File: src/rtl/mem_arbiter_pkg.sv
// Shared widths, state encoding and owner encoding for the memory-port arbiter.
package mem_arbiter_pkg;

   localparam int DEF_LINE_W      = 256;
   localparam int DEF_ADDR_W      = 16;
   localparam int DEF_OFFSET_BITS = 4;

   typedef enum logic [2:0] {
      ST_IDLE,
      ST_GRANT_I,
      ST_GRANT_D,
      ST_MEM_WAIT,
      ST_RESP,
      ST_COOL
   } arb_state_t;

   localparam logic OWN_I = 1'b0;
   localparam logic OWN_D = 1'b1;

endpackage

File: src/rtl/mem_arbiter_rr_pick.sv
// Two-way round-robin pick between icache and dcache; on a tie the requester
// that did not own the previous grant wins.
module mem_arbiter_rr_pick
   import mem_arbiter_pkg::*;
(
   input  logic req_icache,
   input  logic req_dcache,
   input  logic last,
   output logic valid,
   output logic owner
);

   assign valid = req_icache | req_dcache;
   assign owner = (req_dcache && (!req_icache || last == OWN_I)) ? OWN_D : OWN_I;

endmodule

File: src/rtl/mem_arbiter.sv
// Shares the main-memory line port between icache and dcache: grant, latch,
// run the memory handshake, return the line with a one-cycle ready pulse.
module mem_arbiter
   import mem_arbiter_pkg::*;
#(
   parameter int LINE_W      = DEF_LINE_W,
   parameter int ADDR_W      = DEF_ADDR_W,
   parameter int OFFSET_BITS = DEF_OFFSET_BITS
) (
   input  logic              clk,
   input  logic              reset,
   input  logic              petitionICacheArb,
   input  logic [ADDR_W-1:0] addrICacheArb,
   output logic              serviceReadyArbICache,
   output logic [LINE_W-1:0] dataMemICache,
   input  logic              petitionDCacheArb,
   input  logic              writeDCacheArb,
   input  logic [ADDR_W-1:0] addrDCacheArb,
   input  logic [LINE_W-1:0] dataDCacheArb,
   output logic              serviceReadyArbDCache,
   output logic [LINE_W-1:0] dataMemDCache,
   output logic              memReq,
   output logic              memWrite,
   output logic [ADDR_W-1:0] memAddr,
   output logic [LINE_W-1:0] memWData,
   input  logic              memAck,
   input  logic [LINE_W-1:0] memRData,
   output logic              arbBusy
);

   // state       | meaning
   // ST_IDLE     | sample petitions, pick a requester
   // ST_GRANT_I  | latch icache request
   // ST_GRANT_D  | latch dcache request
   // ST_MEM_WAIT | memReq held until memAck
   // ST_RESP     | owner's ready pulse
   // ST_COOL     | one dead cycle so the owner can drop its petition

   arb_state_t state;
   logic       owner;
   logic       last_grant;
   logic       pick_valid;
   logic       pick_owner;

   mem_arbiter_rr_pick u_pick (
      .req_icache (petitionICacheArb),
      .req_dcache (petitionDCacheArb),
      .last       (last_grant),
      .valid      (pick_valid),
      .owner      (pick_owner)
   );

   assign arbBusy = (state != ST_IDLE);

   always_ff @(posedge clk) begin
      if (reset) begin
         state                 <= ST_IDLE;
         owner                 <= OWN_I;
         last_grant            <= OWN_I;
         memReq                <= 1'b0;
         memWrite              <= 1'b0;
         memAddr               <= '0;
         memWData              <= '0;
         serviceReadyArbICache <= 1'b0;
         serviceReadyArbDCache <= 1'b0;
         dataMemICache         <= '0;
         dataMemDCache         <= '0;
      end else begin
         serviceReadyArbICache <= 1'b0;
         serviceReadyArbDCache <= 1'b0;
         case (state)
            ST_IDLE: begin
               if (pick_valid)
                  state <= (pick_owner == OWN_D) ? ST_GRANT_D : ST_GRANT_I;
            end
            ST_GRANT_I: begin
               owner      <= OWN_I;
               last_grant <= OWN_I;
               memWrite   <= 1'b0;
               memAddr    <= {addrICacheArb[ADDR_W-1:OFFSET_BITS], {OFFSET_BITS{1'b0}}};
               memWData   <= '0;
               memReq     <= 1'b1;
               state      <= ST_MEM_WAIT;
            end
            ST_GRANT_D: begin
               owner      <= OWN_D;
               last_grant <= OWN_D;
               memWrite   <= writeDCacheArb;
               memAddr    <= {addrDCacheArb[ADDR_W-1:OFFSET_BITS], {OFFSET_BITS{1'b0}}};
               memWData   <= dataDCacheArb;
               memReq     <= 1'b1;
               state      <= ST_MEM_WAIT;
            end
            ST_MEM_WAIT: begin
               if (memAck) begin
                  memReq <= 1'b0;
                  if (!memWrite) begin
                     if (owner == OWN_D) dataMemDCache <= memRData;
                     else                dataMemICache <= memRData;
                  end
                  if (owner == OWN_D) serviceReadyArbDCache <= 1'b1;
                  else                serviceReadyArbICache <= 1'b1;
                  state <= ST_RESP;
               end
            end
            ST_RESP: state <= ST_COOL;
            ST_COOL: state <= ST_IDLE;
            default: state <= ST_IDLE;
         endcase
      end
   end

endmodule

File: config.mk
export PLATFORM = sky130hd
export DESIGN_NAME = mem_arbiter
export DESIGN_NICKNAME = d
export VERILOG_FILES = /design/src/rtl/mem_arbiter_pkg.sv /design/src/rtl/mem_arbiter_rr_pick.sv /design/src/rtl/mem_arbiter.sv
export SDC_FILE = /design/constraint.sdc
export NUM_CORES = 1
export LEC_CHECK = 0
export ABC_AREA = 1
export CAP_MARGIN = 10
export CORE_AREA = 2 2 518 520
export DETAILED_ROUTE_END_ITERATION = 6
export DIE_AREA = 0 0 520 522
export PLACE_DENSITY = 0.38
export SLEW_MARGIN = 20
export SYNTH_ARGS = -nofsm -noshare
export SYNTH_HDL_FRONTEND = slang
export SYNTH_SLANG_ARGS = --single-unit
export TNS_END_PERCENT = 100
File: constraint.sdc
create_clock -name clk -period 2.4 [get_ports clk]
set_input_delay 0.48 -clock clk [delete_from_list [all_inputs] [get_ports clk]]
set_output_delay 0.48 -clock clk [all_outputs]
set_load 0.02 [all_outputs]
Word-level counts from Yosys, hierarchy flattened
Cells that the tools add are included.

cells by class
  bitwise operators = 5
  muxes and demuxes = 13
  reduce and logical (&&, ||, !) cells = 13
  equality and inequality tests = 6

operator list
  operator            count
  $pmux 256 s2        1
  $pmux 16 s2         1
  $pmux 3 s4          1
  $reduce_and 4->1    2
  $eq 3x2->1 const B  2
  $mux 3              2
  $pmux 1 s2          3
  $mux 1              4
  $ne 2x2->1 const B  2
  $not 1->1           4
  $reduce_and 2->1    2
  $reduce_bool 2->1   2
  $eq 3x1->1 const B  1
  $eq 3x3->1 const B  1
  $logic_not 3->1     1
  $reduce_bool 3->1   1
  $reduce_or 3->1     1
  $mux 2              1
  $reduce_or 2->1     1
  $logic_and 1x1->1   1
  $logic_not 1->1     1
  $logic_or 1x1->1    1
  $or 1x1->1          1

storage, ports and cells
  register bits = 792
  word-level logic and storage cells = 47
  input port bits = 550

Depth between registers and ports, before layout
  depth after elaboration = 7
  depth in mapped cells = 8
  depth with buffers taken out = 6

By module
From an unflattened synthesis, not the netlist that was laid out.

second synthesis, totals
  cells, all modules = 4,117
  area, all modules = 30,715.7 um2

by module, submodules not included
  module               cells an instance  sequential area each (um2)  times used  area an instance (um2)
  mem_arbiter          4,114              15,775.1                    1           30,700.7
  mem_arbiter_rr_pick  3                  0.0                         1           15.0

Least setup slack after synthesis
Ideal clock, no wire load.

  path type = in2reg
  start point = input port reset
  end point = register dataMemICache[100]
  library setup time = 0.064 ns
  required time = 2.336 ns
  stages on the path = 7
  slack = 0.917 ns
  arrival = 1.419 ns
  path through = buf_2 -> inv_1 -> buf_4 -> buf_2 -> clkbuf_1 -> o21ai_0 -> nor2_1

RTL lines
  item                  line               source
  start, declared       mem_arbiter.sv:11  input logic reset,
  end signal, assigned  mem_arbiter.sv:99  else dataMemICache <= memRData;
  end, declared         mem_arbiter.sv:15  output logic [LINE_W-1:0] dataMemICache,

Worst setup path in the final report
  start point = register memWData[249]
  end point = output port memWData[249]

RTL lines
  item                    line               source
  start, declared         mem_arbiter.sv:25  output logic [LINE_W-1:0] memWData,
  start signal, assigned  mem_arbiter.sv:90  memWData <= dataDCacheArb;

No word-level cell between the ends.

==> impl_metrics.toml <==
[worst_setup_path]
type_of_the_worst_setup_path = "reg2out"
cp_top_family = "buffers and inverters"
crit_slowest_cell = "sky130_fd_sc_hd__clkdlybuf4s50_1"
cp.required_ns = 1.92
buffers_and_inverters_on_the_worst_path = 1
list_of_cells_traversed_by_the_critical_path = "clkdlybuf4s50_1"
slowest_delay_ns = 0.72
crit_path_capture_type = "output pin"
critPathArrivalTime_ns = 1.82
worstSetupStartpointType = "register"
timing.critical_path.fanout_max = 2

[clock_tree]
clock_tree_from_tritoncts = "built"
clockBufferDepth = 3
cts-buffers-inserted = 100
cts_post_setup_buffers_inserted = 0
clock_tree.htree_level_count = 3
worst_setup_hold_path_clk_slew_ns = 0.06
cts.root.buffer_cell = "sky130_fd_sc_hd__clkbuf_16"
clock_insertion_delay_worst_skew_ns = 0.76
cts_num_sinks = 788

[synth]
netlist.top_cell.by_area = "sky130_fd_sc_hd__dfxtp_1"
asyncSetResetFlopFracSynth = 0
yosys_register_bits = 788
post_synth_instance_area_mm2 = 0.0274
syn-mean-instance-area_um2 = 7.95
synth_cells = 3453
post-synth-top-area-fraction = 0.575
yosysWarningCount = 0
yosys-top-cells-area = "sky130_fd_sc_hd__dfxtp_1 57%, sky130_fd_sc_hd__a21oi_1 9.9%, sky130_fd_sc_hd__o21ai_0 9.1%, sky130_fd_sc_hd__nand2_1 7.3%, sky130_fd_sc_hd__nor2_1 7.1%"
synth.distinct_cells = 23
postSynth.topFlopCell = "sky130_fd_sc_hd__dfxtp_1"
ys_seq_area_frac = 0.575
number_of_enable_flip_flop_cells_after_synthesis = 0

[layout]
fillers = 30000
drive_gt1_frac = 0.0631
layout-area-overhead-vs-synth_pct = 77.5
final_net_count = 5287

[drt]
vias = 28400
finalWirelength_um = 177000
drt-wirelength-per-cell_um = 21.1
final_antenna_net_count = 0
drt-vias-per-instance = 3.39
detailedRoute.firstPassIterationCount = 7
detailedRoute.firstIterationViolations = 1523
drcViolationCount = 164

[timing]
worst_slew_pin_slew_ns = 0.747
final_period_minus_worst_setup_slack_ns = 2.30
finalSetupViolCount = 0
final.setup.tns_ns = 0
fmax_mhz = 435
timing.final.crit_share = 0.958
hold_violations = 0
slew-limit-headroom = 0.501
rsz0062_at_grt = "false"
fin_skew_ns = 0.0721
slew_violations = 0

[worst_hold_path]
hp-class = "in2reg"

[floorplan]
initial_utilization = 0.103
die_height_um = 522
die_x_um = 520
io_pins = 1339
fp.dieArea_mm2 = 0.271
rows = 190
coreArea_mm2 = 0.266

[power]
p_leak_nw = 16.7
irDropWorstVdd_mv = 0.613
report.power.total_w = 0.0457
cell_area_power_density_mw_per_mm2 = 939

[placement]
io_buffer_count = 1326
dp_hpwl_um = 144000
final_estimated_routing_congestion_in_global_placement = 0.862

[global_route]
vias_in_the_first_global_route = 27500
first_pass_grt_wire_length_um = 235000
grt_util_all_layers = 0.123
grt_remaining_overflow = 0
pin_count_of_the_biggest_net_entering_global_routing = 109
antenna_found_initial = 96

[job]
cap_viol_max_count = 0

[status]
violations_in_the_final_reports = "DRC"
status = "complete, but fails checks"
-- worst paths after layout --
check	start	to	slack [ns]	cells past startpoint
max	memWData[249]	memWData[249]	0.1	1
min reg2reg	dataMemDCache[199]	dataMemDCache[199]	0.44	2
min	dataDCacheArb[75]	memWData[75]	0.28	3
max reg2reg	state[1]	memAddr[14]	0.44	6
-- cells by family after synthesis --
group           after synthesis  synth area share
compound gates             1067             0.195
buf+inv                     531            0.0826
flops                       788             0.575
other cells                   1          0.000137
simple gates               1066             0.148
-- stage by stage --
step                      area [um^2]  hold slack [ns]  instances   util  setup WS [ns]
after floorplan                 27500            0.479       3456      -          0.917
after global placement          45200            0.429       8186  0.170         -0.197
after detailed placement        45200            0.433       8186  0.170         -0.219
after CTS                       48700            0.183       8372  0.183        0.00177
after global routing            48700            0.225       8376  0.183         0.0140
final                           48700            0.284       8386  0.183         0.0996
-- repair_timing --
| item | CTS | global route |
|---|---|---|
| endpoints found under the hold margin | 1 | 0 |
| resized for setup | 98 | 0 |
| endpoints found under the setup margin | 96 | 0 |
| hold buffers | 1 | 0 |
-- worst min-delay path, cell delays in order --
cell,delay (ns)
sky130_fd_sc_hd__clkdlybuf4s50_1,0.39
sky130_fd_sc_hd__nand2_1,0.07
sky130_fd_sc_hd__a21oi_1,0.06
-- state kept, by name, summed over array words and instances, names as in the netlist --
name                   cells
dataMemDCache            256
dataMemICache            256
memWData                 256
memAddr                   12
state                      3
last_grant                 1
memReq                     1
memWrite                   1
serviceReadyArbDCache      1
serviceReadyArbICache      1
-- area by class of cell --
| cell class | instances | area [um^2] | share of cell area |
|---|---|---|---|
| Antenna cell | 14 | 35.0 | 0.000719 |
| Clock buffer | 145 | 2960 | 0.0608 |
| Clock inverter | 40 | 596 | 0.0122 |
| Inverter | 267 | 1020 | 0.0210 |
| Multi-Input combinational cell | 2137 | 9430 | 0.194 |
| Sequential cell | 788 | 15800 | 0.324 |
| Tap cell | 3552 | 4440 | 0.0913 |
| Timing Repair Buffer | 1443 | 14400 | 0.296 |
-- layout by cell type (no fill, tap or decap), types with 9 or more instances in the layout --
cell / n
sky130_fd_sc_hd__a21oi_1: 541
sky130_fd_sc_hd__o21ai_1: 28
sky130_fd_sc_hd__clkdlybuf4s50_1: 1226
sky130_fd_sc_hd__clkbuf_1: 17
sky130_fd_sc_hd__buf_12: 32
sky130_fd_sc_hd__nor2_1: 518
sky130_fd_sc_hd__buf_4: 88
sky130_fd_sc_hd__inv_1: 264
sky130_fd_sc_hd__o21ai_0: 498
sky130_fd_sc_hd__clkbuf_8: 27
sky130_fd_sc_hd__diode_2: 14
sky130_fd_sc_hd__clkbuf_16: 101
sky130_fd_sc_hd__clkinv_2: 20
sky130_fd_sc_hd__bufinv_16: 9
sky130_fd_sc_hd__nand2_1: 535
sky130_fd_sc_hd__dfxtp_1: 785
sky130_fd_sc_hd__dlygate4sd2_1: 95
-- metal layers --
| metal | GRT usage | vias up | share of wire |
|---|---|---|---|
| li1 | - | 13600 | - |
| met1 | 0.143 | 13300 | 0.41 |
| met2 | 0.215 | 1118 | 0.49 |
| met3 | 0.0445 | 287 | 0.084 |
| met4 | 0.0276 | 48 | 0.023 |
| met5 | 0 | - | 0.0018 |
-- synth_stat cells, types with 2 or more instances --
cell type	n
sky130_fd_sc_hd__dfxtp_1	788
sky130_fd_sc_hd__a21oi_1	541
sky130_fd_sc_hd__nand2_1	535
sky130_fd_sc_hd__nor2_1	518
sky130_fd_sc_hd__o21ai_0	498
sky130_fd_sc_hd__inv_1	265
sky130_fd_sc_hd__clkbuf_1	132
sky130_fd_sc_hd__buf_2	79
sky130_fd_sc_hd__buf_4	39
sky130_fd_sc_hd__o21ai_1	28
sky130_fd_sc_hd__clkbuf_2	10
sky130_fd_sc_hd__nand3_1	4
sky130_fd_sc_hd__buf_1	2
sky130_fd_sc_hd__buf_6	2
sky130_fd_sc_hd__inv_2	2
sky130_fd_sc_hd__nand2_2	2
sky130_fd_sc_hd__nor2_2	2
-- power breakdown --
part	switching [W]	internal (W)	leakage [nW]
registers	0.000999	0.0148	6.39
logic	0.00854	0.00515	8.54
clock network	0.00663	0.00959	1.75
total	0.0162	0.0295	16.7
Note: power is estimated with default switching activity, not from simulation.
